<file path="src/rtl/seq_detect_prog.sv">
// seq_detect_prog: runtime-programmable serial sequence detector.
// A pattern of 1..MAX_LEN bits, its length and the overlap mode are loaded
// through cfg_load. Accepted bits shift into a history register. A match
// produces a one-cycle registered pulse and bumps a saturating counter.
// Optional macro SEQ_TIMEOUT_EN: TIMEOUT consecutive idle cycles flush the
// partial sequence, so bits separated by a long gap can never match.
module seq_detect_prog #(
  parameter int MAX_LEN = 8,
  parameter int CNT_W   = 8,
  parameter int LEN_W   = $clog2(MAX_LEN) + 1,
  parameter int TIMEOUT = 16
) (
  input  logic               clk,
  input  logic               rst,
  input  logic               cfg_load,
  input  logic [MAX_LEN-1:0] cfg_pattern,
  input  logic [LEN_W-1:0]   cfg_len,
  input  logic               cfg_overlap,
  input  logic               in_valid,
  input  logic               in_bit,
  input  logic               cnt_clr,
  output logic               detected,
  output logic [CNT_W-1:0]   match_count,
  output logic               armed
);

  localparam logic [LEN_W-1:0] MaxLenV = LEN_W'(MAX_LEN);

  typedef enum logic [1:0] {
    DISABLED,
    FILL,
    ARMED_CMP
  } state_e;

  logic [MAX_LEN-1:0] pattern_q, pattern_d;
  logic [MAX_LEN-1:0] hist_q, hist_d;
  logic [MAX_LEN-1:0] len_mask;
  logic [LEN_W-1:0]   len_q, len_d;
  logic [LEN_W-1:0]   fill_q, fill_d;
  logic               overlap_q, overlap_d;
  logic               detected_q;
  logic [CNT_W-1:0]   count_q, count_d;
  logic               match;
  state_e             state_s;

`ifdef SEQ_TIMEOUT_EN
  localparam int IDLE_W = $clog2(TIMEOUT + 1);
  localparam logic [IDLE_W-1:0] IdleMax = IDLE_W'(TIMEOUT);
  logic [IDLE_W-1:0] idle_q, idle_d;
`else
  logic unused_timeout;
  assign unused_timeout = (TIMEOUT != 0);
`endif

  // Derive the detector state from the stored length and the fill level.
  always_comb begin
    state_s = DISABLED;
    if (len_q == '0) begin
      state_s = DISABLED;
    end else if (fill_q < len_q) begin
      state_s = FILL;
    end else begin
      state_s = ARMED_CMP;
    end
  end

  // Mask selecting the low len_q bits of history and pattern for the compare.
  always_comb begin
    len_mask = '0;
    for (int i = 0; i < MAX_LEN; i++) begin
      len_mask[i] = (LEN_W'(i) < len_q);
    end
  end

  // Next-state logic: config load, bit shifting, matching and the counter.
  always_comb begin
    pattern_d = pattern_q;
    len_d     = len_q;
    overlap_d = overlap_q;
    hist_d    = hist_q;
    fill_d    = fill_q;
    count_d   = count_q;
    match     = 1'b0;
`ifdef SEQ_TIMEOUT_EN
    idle_d    = idle_q;
`endif
    if (cfg_load) begin
      pattern_d = cfg_pattern;
      len_d     = (cfg_len > MaxLenV) ? MaxLenV : cfg_len;
      overlap_d = cfg_overlap;
      hist_d    = '0;
      fill_d    = '0;
`ifdef SEQ_TIMEOUT_EN
      idle_d    = '0;
`endif
    end else if (in_valid) begin
      hist_d = {hist_q[MAX_LEN-2:0], in_bit};
      fill_d = (fill_q >= MaxLenV) ? MaxLenV : fill_q + LEN_W'(1);
      if ((state_s != DISABLED) && (fill_d >= len_q) &&
          (((hist_d ^ pattern_q) & len_mask) == '0)) begin
        match = 1'b1;
        if (!overlap_q) begin
          fill_d = '0;
        end
      end
`ifdef SEQ_TIMEOUT_EN
      idle_d = '0;
`endif
    end else begin
`ifdef SEQ_TIMEOUT_EN
      if (idle_q != IdleMax) begin
        idle_d = idle_q + IDLE_W'(1);
      end
      if (idle_d == IdleMax) begin
        fill_d = '0;
        hist_d = '0;
      end
`endif
    end
    if (cnt_clr) begin
      count_d = match ? CNT_W'(1) : '0;
    end else if (match && (count_q != {CNT_W{1'b1}})) begin
      count_d = count_q + CNT_W'(1);
    end
  end

  // State registers with asynchronous active-low reset.
  always_ff @(posedge clk or negedge rst) begin
    if (!rst) begin
      pattern_q  <= '0;
      len_q      <= '0;
      overlap_q  <= 1'b0;
      hist_q     <= '0;
      fill_q     <= '0;
      detected_q <= 1'b0;
      count_q    <= '0;
`ifdef SEQ_TIMEOUT_EN
      idle_q     <= '0;
`endif
    end else begin
      pattern_q  <= pattern_d;
      len_q      <= len_d;
      overlap_q  <= overlap_d;
      hist_q     <= hist_d;
      fill_q     <= fill_d;
      detected_q <= match;
      count_q    <= count_d;
`ifdef SEQ_TIMEOUT_EN
      idle_q     <= idle_d;
`endif
    end
  end

  assign detected    = detected_q;
  assign match_count = count_q;
  assign armed       = (len_q != '0);

endmodule
</file>
<file path="config.mk">
export PLATFORM = sky130hd
export DESIGN_NAME = seq_detect_prog
export DESIGN_NICKNAME = d
export VERILOG_FILES = /design/src/rtl/seq_detect_prog.sv
export SDC_FILE = /design/constraint.sdc
export NUM_CORES = 1
export LEC_CHECK = 0
export CAP_MARGIN = 20
export CORE_MARGIN = 10
export CORE_UTILIZATION = 50
export CTS_BUF_LIST = sky130_fd_sc_hd__clkbuf_8
export DETAILED_ROUTE_END_ITERATION = 16
export DONT_BUFFER_PORTS = 1
export GPL_TIMING_DRIVEN = 0
export RECOVER_POWER = 25
export REMOVE_ABC_BUFFERS = 1
export SLEW_MARGIN = 20
export SYNTH_ARGS = -nofsm -noshare
export SYNTH_HDL_FRONTEND = slang
export SYNTH_SLANG_ARGS = --single-unit
</file>
<file path="constraint.sdc">
create_clock -name clk -period 3 [get_ports clk]
set_clock_uncertainty 0.1 [all_clocks]
set_input_delay 0.6 -clock clk [delete_from_list [all_inputs] [get_ports clk]]
set_output_delay 0.6 -clock clk [all_outputs]
set_load 0.02 [all_outputs]
</file>
-- Yosys cells after proc, flatten, opt, wreduce, memory -nomap -nowiden
Cells that the tools add are included.
- input bits: 19
- bits in registers: 33
- bitwise operators: 2
- multiplexer cells: 16
- $add $sub $neg: 2
- magnitude comparators: 12
- equality and inequality tests: 1
- reduce and logical (&&, ||, !) cells: 9
- operators with widths (kind ; number):
    $mux W4 ; 6
    $lt A3 B4 Y1 const A ; 4
    $mux W8 ; 2
    $mux W7 ; 2
    $add A8 B1 Y8 const B ; 1
    $and A8 B8 Y8 ; 1
    $logic_not A8 Y1 ; 1
    $lt A1 B4 Y1 const A ; 2
    $lt A2 B4 Y1 const A ; 2
    $ne A8 B8 Y1 const B ; 1
    $xor A8 B8 Y8 ; 1
    $reduce_bool A2 Y1 ; 3
    $add A4 B1 Y4 const B ; 1
    $ge A4 B4 Y1 ; 1
    $ge A4 B4 Y1 const B ; 1
    $gt A4 B4 Y1 const B ; 1
    $logic_not A4 Y1 ; 1
    $lt A4 B4 Y1 ; 1
    $mux W1 ; 4
    $mux W2 ; 2
    $reduce_bool A4 Y1 ; 1
    $logic_and A1 B1 Y1 ; 3

-- Depth between registers and ports, before layout
- depth in word-level cells: 12
- gate-level depth with buffers: 10

-- Worst setup path before layout
OpenSTA, ideal clock, no wires.
- path type: register to register
- start: reg fill_q[0]
- end: reg count_q[5], in the netlist match_count[5]
- arrival time: 2.307 ns
- cell stages (with the launch flop): 11
- required time: 2.773 ns
- slack: 0.465 ns
- buffers on the path: 0
- path through: dfrtp_1 -> ha_1 -> xnor2_1 -> nor2_1 -> ha_1 -> o21ai_0 -> a222oi_1 -> nand4_1 -> nor2_2 -> nand4_1 -> mux2_1
- word-level cells in the longest chain between the ends: 11
- RTL lines (what ; RTL line ; source):
    from (decl) ; 39 ; logic [LEN_W-1:0] fill_q, fill_d;
    from (signal assigned) ; 145 ; fill_q <= fill_d;
    parallel branches: the longest is 4 deep, another holds $add A4 B1 Y4 ; -- ;
    $logic_and A1 B1 Y1 (*) (2 in series) ; 99 ; if ((state_s != DISABLED) && (fill_d >= len_q) &&
    $mux W1 (*) ; 99 ;
    $mux W1 (*) ; 96 ; end else if (in_valid) begin
    $mux W1 (*) ; 87 ; if (cfg_load) begin
    $logic_and A1 B1 Y1 (*) ; 122 ; end else if (match && (count_q != {CNT_W{1'b1}})) begin
    $reduce_bool A2 Y1 (no source line) (*) ; -- ;
    to (signal assigned) ; 147 ; count_q <= count_d;
    to (decl) ; 42 ; logic [CNT_W-1:0] count_q, count_d;
Every way passes the cells marked *.
A chain may end at the register's enable or synchronous reset.

-- Final worst setup path
Ends and elaborated chain as after synthesis.

==> summary.md <==
| Metric | Value |
|---|---|
| Status | `complete, but fails checks` |
| Failing checks | `capacitance limit, slew limit` |
| Fmax | `0.361 GHz` |
| CTS root buf | `clkbuf_8` |
| Post-synthesis sequential area ratio | `48.2%` |
| Required time of the critical path | `3070 ps` |
| Switching Share | `24.3%` |
| Most frequent cells in the layout | `dfrtp_1, nor2_1, o21ai_0` |
| Total Power | `0.921 mW` |
| Die height | `78.5 µm` |
| RSZ-0062 raised after global routing | `false` |
| Mapped Cells | `158` |
| DRC Markers | `0` |
| Yosys warnings | `0` |
| Final Wtd Congestion | `0.774` |
| Crit end category | `flip-flop` |
| Slowest stage delay, CP | `420 ps` |
| Core ar. | `0.00331 mm²` |
| Final clock period utilization by the worst path | `92.3%` |
| Die area | `0.00616 mm²` |
| Psw | `0.224 mW` |
| Async set-reset flop share out of synthesis | `100%` |
| CTS clock-pin slew for the worst setup and hold paths | `70 ps` |
| Startpoint types | `flip-flop` |
| NumNets Final | `188` |
| Commonest non-fill, non-tap cell in the layout | `dfrtp_1` |
| Effective utilization at floorplan | `51.7%` |
| Max-slew violations | `34` |
| # H-tree levels | `2` |
| Slew headroom | `-14.1%` |
| Vias | `1,163` |
| Slew @ Worst Pin | `1710 ps` |
| Int Power | `0.697 mW` |
| Logic gate share of total power | `11.4%` |
| Sink Count | `33` |
| Later-pin clock latency in the skew report | `280 ps` |
| Met3 GRT Util | `7.18%` |
| P_leak | `0.815 nW` |
| CTS tree | `done` |
| Mapped Area | `0.00171 mm²` |
| N_diodes | `0` |
| Pwr dens | `499 mW/mm²` |
| DR vias/cell | `5.59` |
| Final Hold Fails | `0` |
| Tmin final | `2770 ps` |
| Max clock buf depth | `2` |
| Initial antenna violation count | `0` |
| Inserted Clock Buffers | `5` |
| Avg Cell Area, Syn | `10.8 µm²` |
| Slowest cell on crit path | `dfrtp_1` |
| HPWL after DPL | `2460 µm` |
| Total GRT Usage | `12.0%` |
| Post-Route WL | `3300 µm` |
| Register share of total power | `52.9%` |
| Max FO, Critical Path | `5` |
| Yosys reg bits | `33` |
| Setup TNS Final | `0 ps` |
| ANT nets after route | `0` |
| Area Growth Syn to Fin | `7.89%` |
| Clk network pwr share | `35.7%` |
| Buffers added on ports | `0` |
| Fillers | `308` |
| Max cap viols | `1` |
| VDD IR max | `0.274 mV` |
| Met1 usage in global routing | `13.7%` |
| Setup-failing EPs final | `0` |
| Worst Setup Path Type | `reg -> reg` |
| Largest delay share family, worst path | `simple AND/OR/NAND/NOR gates` |
| Starting DRT DRC Count | `75` |
| HP Class | `in -> reg` |
| DRT Pass-1 Iters | `4` |
| Grt peak-use layer | `met2` |
| IO Count | `29` |
| Arrival time worst endpoint | `2840 ps` |
| Number of library cell types mapped by synthesis | `42` |
| Gr ovfl total | `0` |
| Most used DFF post-synth | `dfrtp_1` |
| Largest net degree at the start of global routing | `34` |
| Cell Chain, Critical Path | `ha_1 > xnor2_1 > nor2_1 > ha_1 > o21ai_0 > a222oi_1 > buf_4 > nand4_1 > nor2_2 > nand4_1 > mux2_1` |
| Count of flip-flops with a built-in enable after synthesis | `0` |
| DR WL/cell | `15.9 µm` |
| Vias in the first global route | `1,207` |
| Layout cells sized above 1 | `14.2%` |
| Die width | `78.5 µm` |
| First-pass GRT wire length | `5810 µm` |
| Buf+Inv Stages, Crit Path | `1` |
| Met2 GRT Util | `17.7%` |
| Core Rows | `21` |
per-stage QoR:
stage	hold WS, ps	utilization, %	cells	cell area (µm²)	setup WS [ps]
floorplan	204	-	153	1690	465
global placement	206	52.8	199	1750	184
detailed placement	206	52.8	199	1750	150
CTS	41.2	56.0	207	1860	141
global route	252	55.8	208	1850	17.4
finish	269	55.8	208	1850	232
cell usage after synthesis, types with 4 or more instances:
cell type   n  area [µm²]
a21oi_1     4        20.0
dfrtp_1    33         826
ha_1        7        87.6
inv_1       8        30.0
mux2_2      9         101
mux2i_1     7        70.1
nand2_1     4        15.0
nand3_1     4        20.0
nand4_1     4        25.0
nor2_1     14        52.6
nor2b_1     4        25.0
o21ai_0    10        50.1
xnor2_1     5        43.8
xor2_1      8        70.1
kinds of logic after synthesis:
group / count (synthesis) / share of synthesized area (%)
muxes: 17 / 10.7
and+or+nand+nor: 47 / 15.4
DFF: 33 / 48.2
AOI/OAI and AO/OA: 28 / 11.0
buffers and inverters: 13 / 2.92
adders and majority gates: 7 / 5.12
xor gates and xnor gates: 13 / 6.65
final timing paths:
check	startpoint	to	slack, ps	cells after the start
max	fill_q[0]	match_count[5]	230	11
min	cnt_clr	match_count[7]	270	1
max reg2reg	fill_q[0]	match_count[5]	230	11
min reg2reg	overlap_q	overlap_q	420	1
max in group asynchronous	rst	pattern_q[4]	1150	1
min in group asynchronous	rst	match_count[2]	650	1
power by group through the flow:
stage | clock (mW) | sequential [mW] | combinational, mW
after floorplan | 0 | 0.490 | 0.0790
after global placement | 0 | 0.495 | 0.0920
after detailed placement | 0 | 0.496 | 0.0937
after CTS | 0.338 | 0.487 | 0.106
after global routing | 0.363 | 0.492 | 0.121
final | 0.329 | 0.487 | 0.105
final cells by class:
cell class | count | area [µm²] | area share, %
multi-input cells | 112 | 836 | 45.3
flip-flops and latches | 33 | 826 | 44.7
clock buffers | 6 | 82.6 | 4.47
well taps | 46 | 57.6 | 3.12
inverters | 8 | 30.0 | 1.63
repair buffers | 2 | 11.3 | 0.610
clock inverters | 1 | 3.75 | 0.203
state kept, by name, summed over array words and instances, names as in the netlist:
signal       flops
detected         1
fill_q           4
hist_q           7
len_q            4
match_count      8
overlap_q        1
pattern_q        8
worst register-to-register path, stage by stage (launching register included):
cell      delay (ps)
dfrtp_1          420
ha_1             230
xnor2_1          160
nor2_1            80
ha_1             270
o21ai_0           80
a222oi_1         320
buf_4            180
nand4_1          170
nor2_2           190
nand4_1          120
mux2_1           340
routing by layer:
layer	wire length, µm	part of all wire (%)	up-vias
met5	0	0	-
met4	40	1.2	0
met3	330	10	5
met2	1490	45	26
met1	1440	44	561
li1	-	-	571
repair_timing:
| item | in CTS | in global routing |
|---|---|---|
| endpoints found under the setup margin | 0 | 2 |
| setup buffers | 0 | 1 |
| gates resized for setup | 0 | 0 |
| hold buffers | 1 | 0 |
| endpoints found under the hold margin | 33 | 0 |
Note: power is estimated with default switching activity, not from simulation.
==> variant (same settings) <==
The option `SEQ_TIMEOUT_EN` is turned on by a define.
--- a/src/rtl/seq_detect_prog.sv
+++ b/src/rtl/seq_detect_prog.sv
@@ -4,6 +4,8 @@
 // produces a one-cycle registered pulse and bumps a saturating counter.
 // Optional macro SEQ_TIMEOUT_EN: TIMEOUT consecutive idle cycles flush the
 // partial sequence, so bits separated by a long gap can never match.
+`define SEQ_TIMEOUT_EN
+
 module seq_detect_prog #(
   parameter int MAX_LEN = 8,
   parameter int CNT_W   = 8,
Formal check against the unedited RTL: no difference found for any inputs over 10 cycles, from zero or initial values and one cycle with rst low; that may be too few to reach the edited logic, so the function may still have changed.
==> variant against the original RTL <==
  * The run still ends with capacitance limit, slew limit left
  * Die area rose by 11%
  * Worst setup slack got worse by 21 ps
  * Wire length rose by 26%
  * Sequential power rose by 15%
  * Sequential cell count rose by 5
  * Area after synthesis rose by 15%
  * Largest power group unchanged
  * Design area rose by 13%
  * Final cell count rose by 13%
  * Total power rose by 8.7%
  * Fmax fell by 0.75%
  * Sequential share of layout area rose by 0.77 points
==> variant: results <==
[yosys]
synthTopCellsByArea = "dfrtp_1 48%, ha_1 5.7%, mux2_2 5.2%, xnor2_1 4.0%, a22o_1 3.1%"
synth_commonest_cells = "38 x dfrtp_1, 15 x nor2_1, 13 x inv_1, 11 x nand2_1"
ys_seq_area_frac = 0.4841
syn_area_per_cell_um2 = 10.62

[global_route]
grt.total_usage = 0.1354
grt_pass1_vias = 1503
grt_max_degree = 39

[placed_design]
gp_congestion = 0.7876
placed_area_um2 = 2001
place_ws_ps = 26.61

[run_status]
outcome = "finished with violations"
violations = "capacitance limit, slew limit"

[worst_hold_path]
holdPathEnd = "match_count[5]"

[critical_path]
rr_endpoint = "match_count[7]"
rrSetupSlack_ps = 210
cp_slowest_cell = "or4_1"

[run]
maxCapViolCount = 1

[timing]
drv_slew = 39
worst_slew_pin_slew_ps = 2036

[detailed_routing]
dr_wl_met3_um = 188
drt-total-wl_mm = 4.160
drtIter0Drc = 63
drt-met1-wl_mm = 1.780

[pwr]
leakagePower_nw = 0.9099

[cells_and_area]
finalNonFillerCells = 236
finalNetCount = 216
[variant: changes by cell type in the layout (fill, tap and decap cells not counted), sizes merged, moves of 3 or more]
cell   change
a21oi      +3
a22o       +7
dfrtp      +5
inv        +6
mux2i      -5
nand2      +7
nand3      +4
o21ai      -4
o22ai      +4
xnor2      +5
xor2       -5
[variant: report_power, final]
part	switching [mW]	internal (mW)	total [mW]	leakage, nW
Clock	0.169	0.153	0.322	0.0466
Combinational	0.0651	0.0543	0.119	0.361
Sequential	0.0245	0.535	0.559	0.502
[variant: layout make-up]
| type | count | area, µm² | share of cell area |
|---|---|---|---|
| Clock inverter | 2 | 7.507 | 0.003591 |
| Timing Repair Buffer | 2 | 11.26 | 0.005386 |
| Inverter | 13 | 48.80 | 0.02334 |
| Clock buffer | 5 | 68.82 | 0.03291 |
| Multi-Input combinational cell | 128 | 943.4 | 0.4512 |
| Sequential cell | 38 | 950.9 | 0.4548 |
| Tap cell | 48 | 60.06 | 0.02873 |
[variant: worst max path at each step]
stage | cells past startpoint | startpoint | slack (ps) | end
finish | 10 | fill_q[0] | 210 | match_count[7]
global route | 10 | fill_q[0] | 50 | match_count[7]
CTS | 9 | fill_q[0] | 90 | match_count[7]
detailed placement | 6 | in_valid | 30 | match_count[7]
global placement | 6 | in_valid | 170 | match_count[7]
floorplan | 9 | fill_q[0] | 520 | match_count[7]
[variant: repair_timing]
item | CTS | global route
setup buffers | 0 | 1
hold endpoints to repair | 38 | 0
hold buffers | 1 | 0
endpoints found under the setup margin | 0 | 7
[variant: per-layer routing]
| layer | GRT usage | vias to the layer above |
|---|---|---|
| li1 | - | 664 |
| met1 | 0.1588 | 708 |
| met2 | 0.2261 | 18 |
| met3 | 0.04320 | 5 |
| met4 | 0.05017 | 0 |
| met5 | 0 | - |
[variant: logic make-up (layout without fill, tap and decap cells)]
kind of cell | count (synthesis) | count (layout) | share of synthesized area
AO/OA/AOI/OAI | 40 | 40 | 0.1522
AND/OR/NAND/NOR | 55 | 55 | 0.1459
flip-flops | 38 | 38 | 0.4841
buffers and inverters | 19 | 22 | 0.03694
XOR/XNOR | 13 | 13 | 0.06179
adder cells (fa/ha/maj) | 9 | 9 | 0.05733
multiplexers | 11 | 11 | 0.06179
